[config.mk]
export PLATFORM = sky130hd
export DESIGN_NAME = cla_serial_add_sequencer
export DESIGN_NICKNAME = d
export VERILOG_FILES = /design/src/rtl/cla_serial_add_sequencer.sv
export SDC_FILE = /design/constraint.sdc
export NUM_CORES = 1
export LEC_CHECK = 0
export ABC_AREA = 1
export ABC_CLOCK_PERIOD_IN_PS = 3900
export BUFFER_PORTS_ARGS = -buffer_cell sky130_fd_sc_hd__buf_4
export CORE_UTILIZATION = 55
export DETAILED_ROUTE_END_ITERATION = 6
export PLACE_DENSITY = 0.91
export SYNTH_ARGS = -nofsm -noshare
export SYNTH_HDL_FRONTEND = slang
export SYNTH_SLANG_ARGS = --single-unit
[constraint.sdc]
create_clock -name clk_i -period 3.9 [get_ports clk_i]
set_input_delay 0.585 -clock clk_i [delete_from_list [all_inputs] [get_ports clk_i]]
set_output_delay 0.585 -clock clk_i [all_outputs]
set_load 0.01 [all_outputs]
[src/rtl/cla_serial_add_sequencer.sv]
// cla_serial_add_sequencer
// Serial wide adder that reuses one 4-bit carry-lookahead slice.
// The slice processes one nibble per clock, and a registered carry links
// consecutive nibbles. Operands arrive and results leave through
// valid/ready handshakes.
// Optional feature: define CLA_SEQ_EARLY_EXIT_EN to finish as soon as the
// remaining operand nibbles are all zero and no carry is pending.
//
// state | meaning
// IDLE  | waiting for operands, ready_o=1
// RUN   | one nibble added per clock, carry held in r_carry
// DONE  | result presented on sum_o, waiting for ready_i

module cla_serial_add_sequencer #(
  parameter int WIDTH = 32
) (
  input  logic             clk_i,
  input  logic             rst_i,
  input  logic             valid_i,
  output logic             ready_o,
  input  logic [WIDTH-1:0] number_1_i,
  input  logic [WIDTH-1:0] number_2_i,
  input  logic             carry_i_i,
  output logic             valid_o,
  input  logic             ready_i,
  output logic [WIDTH:0]   sum_o,
  output logic             busy_o
);

  localparam int N  = WIDTH / 4;
  localparam int CW = $clog2(N);
  localparam logic [CW-1:0] LAST = CW'(N - 1);

  localparam logic [1:0] S_IDLE = 2'd0;
  localparam logic [1:0] S_RUN  = 2'd1;
  localparam logic [1:0] S_DONE = 2'd2;

  logic [1:0]       r_state;
  logic [CW-1:0]    r_cnt;
  logic             r_carry;
  logic [WIDTH-1:0] r_a;
  logic [WIDTH-1:0] r_b;
  logic [WIDTH:0]   r_sum;

  logic [3:0] w_a_nib;
  logic [3:0] w_b_nib;
  logic [3:0] w_g;
  logic [3:0] w_p;
  logic [3:0] w_c;
  logic       w_cout;
  logic [3:0] w_sum_nib;
  logic       w_last;
  logic       w_early;

  assign w_a_nib = r_a[{r_cnt, 2'b00} +: 4];
  assign w_b_nib = r_b[{r_cnt, 2'b00} +: 4];
  assign w_last  = (r_cnt == LAST);

  // 4-bit carry-lookahead slice: every carry is computed directly from
  // generate/propagate terms, with no ripple inside the nibble.
  always_comb begin
    w_g = w_a_nib & w_b_nib;
    w_p = w_a_nib ^ w_b_nib;
    w_c[0] = r_carry;
    w_c[1] = w_g[0] | (w_p[0] & r_carry);
    w_c[2] = w_g[1] | (w_p[1] & w_g[0]) | (w_p[1] & w_p[0] & r_carry);
    w_c[3] = w_g[2] | (w_p[2] & w_g[1]) | (w_p[2] & w_p[1] & w_g[0])
           | (w_p[2] & w_p[1] & w_p[0] & r_carry);
    w_cout = w_g[3] | (w_p[3] & w_g[2]) | (w_p[3] & w_p[2] & w_g[1])
           | (w_p[3] & w_p[2] & w_p[1] & w_g[0])
           | (w_p[3] & w_p[2] & w_p[1] & w_p[0] & r_carry);
    w_sum_nib = w_p ^ w_c;
  end

`ifdef CLA_SEQ_EARLY_EXIT_EN
  logic w_rest_zero;

  // Exit early when every operand nibble above the current one is zero and
  // this nibble produced no carry, so the remaining sum bits stay 0.
  always_comb begin
    w_rest_zero = 1'b1;
    for (int j = 0; j < N; j++) begin
      if ((j > int'(r_cnt)) && ((r_a[4*j +: 4] | r_b[4*j +: 4]) != 4'h0)) begin
        w_rest_zero = 1'b0;
      end
    end
    w_early = w_rest_zero && !w_cout && !w_last;
  end
`else
  assign w_early = 1'b0;
`endif

  // Sequencing FSM with the operand, carry, counter and sum registers.
  always_ff @(posedge clk_i or posedge rst_i) begin
    if (rst_i) begin
      r_state <= S_IDLE;
      r_cnt   <= '0;
      r_carry <= 1'b0;
      r_a     <= '0;
      r_b     <= '0;
      r_sum   <= '0;
    end else begin
      case (r_state)
        S_IDLE: begin
          if (valid_i) begin
            r_a     <= number_1_i;
            r_b     <= number_2_i;
            r_carry <= carry_i_i;
            r_cnt   <= '0;
            r_sum   <= '0;
            r_state <= S_RUN;
          end
        end
        S_RUN: begin
          r_sum[{r_cnt, 2'b00} +: 4] <= w_sum_nib;
          r_carry <= w_cout;
          if (w_last) begin
            r_sum[WIDTH] <= w_cout;
            r_state      <= S_DONE;
          end else if (w_early) begin
            r_state <= S_DONE;
          end else begin
            r_cnt <= r_cnt + 1'b1;
          end
        end
        S_DONE: begin
          if (ready_i) begin
            r_state <= S_IDLE;
          end
        end
        default: r_state <= S_IDLE;
      endcase
    end
  end

  assign ready_o = (r_state == S_IDLE);
  assign valid_o = (r_state == S_DONE);
  assign busy_o  = (r_state == S_RUN) || (r_state == S_DONE);
  assign sum_o   = r_sum;

endmodule

==> Word-level counts from Yosys, hierarchy flattened <==
Index checks and enable logic that the tools add are counted.
{ "classes": {"eq_ne": 7, "add_sub_neg": 2, "n_shift": 4, "bitwise": 29, "n_reduce_logical": 7, "mux": 13} }
{ "op_table": {"columns": ["operator", "n"], "rows": [
  ["33-bit case mux with 2 select lines", 1],
  ["32-bit by 6-bit variable part select with 4-bit output", 2],
  ["33-bit bitwise mux", 1],
  ["33-bit 2-to-1 mux", 1],
  ["4-bit by 7-bit variable shift with 33-bit output (first input constant)", 1],
  ["4-bit by 7-bit variable part select with 33-bit output", 1],
  ["1-bit bitwise AND", 16],
  ["1-bit bitwise OR", 10],
  ["4-bit bitwise XOR", 2],
  ["5-bit negator with 7-bit output", 1],
  ["2-bit 2-to-1 mux", 3],
  ["3-bit 2-to-1 mux", 2],
  ["2-bit != test (second input constant)", 3],
  ["2-bit case mux with 3 select lines", 1],
  ["3-bit case mux with 2 select lines", 1],
  ["3-bit AND reduction", 2],
  ["4-bit bitwise AND", 1],
  ["2-bit AND reduction", 2],
  ["3-bit by 1-bit adder with 3-bit output (second input constant)", 1],
  ["3-bit equality test (second input constant)", 1],
  ["2-bit by 1-bit equality test with 1-bit output (second input constant)", 1],
  ["2-bit equality test (second input constant)", 1],
  ["2-bit zero test", 1],
  ["1-bit 2-to-1 mux", 2],
  ["other kinds (4)", 4]
]} }
{ "totals": {"wordCells": 68, "register_bits": 103, "output_inout_bits": 36, "in_bits": 69} }

==> Logic depth before layout (Yosys ltp) <==
{ "logic_depth": {"depth_word": 11, "mapped_depth": 15, "mapped_depth_nobuf": 15} }

==> Least setup slack after synthesis <==
OpenSTA, ideal clock, no wires.
{ "synth_path": {"kind": "register to register", "start": "register r_cnt[0]", "end": "register r_sum[19] (netlist: sum_o[19])", "arrival_time_ns": 2.139, "n_path_buf": 2, "stages_incl_launch_ff": 15, "setup_time_ns": 0.118, "required_ns": 3.782, "slack_ns": 1.643, "synth_period_minus_slack_ns": 2.257, "path_cell_list": "dfrtp_1 buf_6 buf_2 o21ai_0 o21ai_0 nand2_1 nand2_1 ha_1 or2_2 nand2_1 nand2_1 nand2_1 nand2_1 nand3_1 nand2_1"} }
{ "synth_between": {"elab_chain_len": 10, "elab_cells_between_ends": 25, "cone_classes": "1 x add/sub; 4 x shift; 2 x mux; 18 x bitwise"} }
{ "synth_lines": {"columns": ["item", "line", "source"], "rows": [
  ["start, declared", "39", "logic [CW-1:0] r_cnt;"],
  ["start signal, assigned", "123", "r_cnt <= r_cnt + 1'b1;"],
  ["32-bit by 6-bit variable part select with 4-bit output (on tied branches)", "55, 56", null],
  ["4-bit bitwise XOR or 4-bit bitwise AND (tied branches)", "63, 62", null],
  ["1-bit bitwise AND (on tied branches)", "67, 68", null],
  ["1-bit bitwise OR, or another cell as far along", "67", "w_c[3] = w_g[2] | (w_p[2] & w_g[1]) | (w_p[2] & w_p[1] & w_g[0])"],
  ["1-bit bitwise OR or 1-bit bitwise AND (tied branches)", "67, 68", null],
  ["1-bit bitwise OR", "68", "| (w_p[2] & w_p[1] & w_p[0] & r_carry);"],
  ["4-bit bitwise XOR", "72", "w_sum_nib = w_p ^ w_c;"],
  ["4-bit by 7-bit variable part select with 33-bit output", "115", "r_sum[{r_cnt, 2'b00} +: 4] <= w_sum_nib;"],
  ["33-bit bitwise mux (*)", "115", null],
  ["33-bit case mux with 2 select lines (*)", "103", "case (r_state)"],
  ["end signal, assigned by index", "115", null],
  ["end signal, assigned by index", "118", "r_sum[WIDTH] <= w_cout;"],
  ["end, declared", "43", "logic [WIDTH:0] r_sum;"]
]} }
Every way passes the cells marked *; elsewhere a longest branch is shown, timed or not.
A chain may end at the register's enable or synchronous reset.

==> Final worst setup path <==
Ends and elaborated chain as after synthesis.

==> results.py <==
metrics = {
    "status": {
        "outcome": "finished, violations left",
        "violations": "design-rule violations",
    },
    "power": {
        "p_leak_uw": 0.003337,
        "powerDensity_nw_per_um2": 762.6,
        "ir_worst_vdd_uv": 359.4,
    },
    "cells_and_area": {
        "num-nets-final": 835,
        "layout.cells.non_filler": 864,
        "antenna_cells": 0,
        "area_growth_pct": 19.77,
        "drive_gt1_share_pct": 19.58,
    },
    "floorplan": {
        "start_util_pct": 57.66,
        "die_height_um": 98.54,
        "core_area_um2": 8891,
        "num_rows": 34,
        "pin_count": 105,
        "dieWidth_um": 98.54,
        "dieArea_um2": 9710,
    },
    "logic_synthesis": {
        "synth_top_family_by_area": "simple AND/OR/NAND/NOR gates",
        "syn-cell-area_um2": 5126,
        "synth.distinct_cells": 29,
        "async_flop_share_pct": 100.0,
        "synthAdderAreaFrac_pct": 3.808,
        "synthFlopType": "dfrtp_1",
        "yosysTopAreaCellShare_pct": 50.28,
        "synthSimpleGateAreaFrac_pct": 30.22,
        "ys_ff_latch": 103,
        "synth_area_leaders": "dfrtp_1 50%, nand2_1 22%, o21ai_0 5.7%",
        "synth.most_common_cell": "nand2_1",
        "synth_xor_area_share_pct": 0,
        "synth_compound_area_share_pct": 9.812,
        "ys_warn_count": 0,
        "synthCells": 659,
        "synth.area.mux_share_pct": 0,
        "yosys.area.top_type": "dfrtp_1",
        "ys_seq_area_share_pct": 50.28,
        "syn_area_per_cell_um2": 7.779,
        "synth_common_cells": "295 x nand2_1, 103 x dfrtp_1, 58 x o21ai_0, 47 x nor2_1, 34 x inv_1",
        "synth.net_count": 743,
        "synth_edf_count": 0,
    },
    "clocking": {
        "hold_buffers": 0,
        "cts_buffer_depth": 2,
        "root_buffer": "clkbuf_8",
        "cts_buffers": 9,
        "clock_sinks": 103,
        "clkTransAtPathRegs_ns": 0.11,
        "postCtsSetupRepairBufs": 0,
        "clock_latency_ns": 0.37,
        "cts_tree": "built",
        "cts_resized": 0,
        "htreeDepth": 3,
    },
    "critical_path": {
        "required_ns": 4.17,
        "crit_chain": "inv_2, o21ai_0, o22ai_1, nand2_1, nand2_1, ha_1, or2_2, nand2_1, nand2_1, nand2_1, nand2_1, nand3_1, nand2_1",
        "ff2ff_path_depth": 13,
        "r2r_setup_slack_ns": 1.31,
        "max_stage_delay_ns": 0.41,
        "r2r_end": "sum_o[19]",
        "r2r-start": "r_cnt[0]",
        "cp_max_fo": 34,
        "cp_top_family": "simple AND/OR/NAND/NOR gates",
        "crit_type": "reg -> reg",
        "start_kind": "flip-flop",
        "slowest_stage": "dfrtp_1",
        "worstPathBufferInverterCount": 1,
        "worst_ep_arrival_time_ns": 2.86,
        "cp-end-kind": "flip-flop",
        "crit_top_cell": "nand2_1",
    },
    "global_routing": {
        "antenna_found_initial": 0,
        "grt_pass1_wl_mm": 21.00,
        "grt-ovfl-total": 0,
        "grt_use_total_pct": 27.07,
        "grt_max_degree": 69,
        "grt_util_met1_pct": 34.26,
        "grt_most_used_layer": "met2",
        "gr-usage-met3_pct": 4.326,
        "grt_pass1_vias": 4595,
        "grt_util_met2_pct": 46.15,
    },
    "timing": {
        "slew_violations": 0,
        "slew_headroom_pct": 35.77,
        "tightest_slew_ns": 0.9620,
        "setup_tns_ns": 0,
        "hold_viol": 0,
        "period_share_pct": 66.38,
        "rsz0062_at_grt": "no",
        "final.setup_skew_ns": 0.01232,
        "period_minus_slack_ns": 2.589,
        "holdWs_ns": 0.1718,
        "final-setup-viol-count": 0,
        "max_clock_freq_mhz": 386.3,
    },
    "placement": {
        "port_buffers": 104,
        "dp_hpwl_mm": 8.928,
        "place_inst": 848,
        "gp_congestion": 0.9421,
    },
    "detailed_routing": {
        "dr.pass1.iters": 7,
        "drc": 7,
        "drt-wirelength-per-cell_um": 14.55,
        "drtIter0Drc": 454,
        "final_antenna_net_count": 0,
        "vias": 4770,
        "drt-total-wl_mm": 12.58,
        "routed_via_density": 5.521,
    },
    "worst_hold_path": {
        "min_path_type": "in -> async",
    },
    "run": {
        "cap_viol_max_count": 0,
    },
}
==> state kept, by name, indices dropped and copies added (netlist names) <==
register	flops
r_carry	1
r_b	32
r_state	2
r_a	32
r_cnt	3
sum_o	33
==> per-layer routing <==
metal,part of all wire [%],up-vias,wire [µm]
met4,2.8,0,357
met5,0,-,0
met3,6.5,32,819
met2,49,219,6158
li1,-,2273,-
met1,42,2246,5238
==> through the flow <==
| stage | setup slack (ns) | util [%] | power [µW] | instance area [µm²] |
|---|---|---|---|---|
| final | 1.311 | 69.05 | 4682 | 6140 |
| after CTS | 1.358 | 69.05 | 4646 | 6140 |
| after detailed placement | 1.381 | 66.66 | 3911 | 5927 |
| after global placement | 1.467 | 66.66 | 3795 | 5927 |
| after global routing | 1.037 | 69.05 | 5041 | 6140 |
| after floorplan | 0.6112 | - | 3314 | 5126 |
==> cell type report <==
cell class	count	area (µm²)
flip-flops and latches	103	2577
multi-input cells	489	2247
repair buffers	109	818.3
clock inverters	6	75.07
inverters	39	148.9
fillers	678	2751
clock buffers	10	137.6
well taps	108	135.1
==> placed cells by master (no fill, tap or decap), drive strengths merged <==
cell      Yosys  routed
nand2       297     297
buf          17     109
dfrtp       103     103
o21ai        68      68
nor2         51      51
inv          38      41
nand3        22      22
ha           14      14
o22ai        12      12
nand4        11      11
clkbuf       11      10
a21oi         6       6
or2           3       3
nor3          2       2
clkinv        1       2
o32ai         1       1
o221ai        1       1
fa            1       1
clkinvlp      0       1
bufinv        0       1
==> cell families (layout without fill, tap and decap cells) <==
| kind of cell | after synthesis | after routing |
|---|---|---|
| flops | 103 | 103 |
| compound gates | 88 | 88 |
| buf+inv | 67 | 164 |
| fa+ha+maj | 15 | 15 |
| simple gates | 386 | 386 |
==> power breakdown <==
group,switching [µW],internal [µW]
sequential,242,1430
clock,390,325
combinational,1530,765
==> worst max-delay path by stage <==
stage | from | to | cells after the start
2_1_floorplan | rst_i | r_a[0] | 1
3_3_place_gp | r_cnt[0] | sum_o[19] | 14
3_5_place_dp | r_cnt[0] | sum_o[19] | 14
4_1_cts | r_cnt[0] | sum_o[19] | 14
5_1_grt | r_cnt[0] | sum_o[19] | 13
6_report | r_cnt[0] | sum_o[19] | 13
Power figures use the tool's default switching activity.
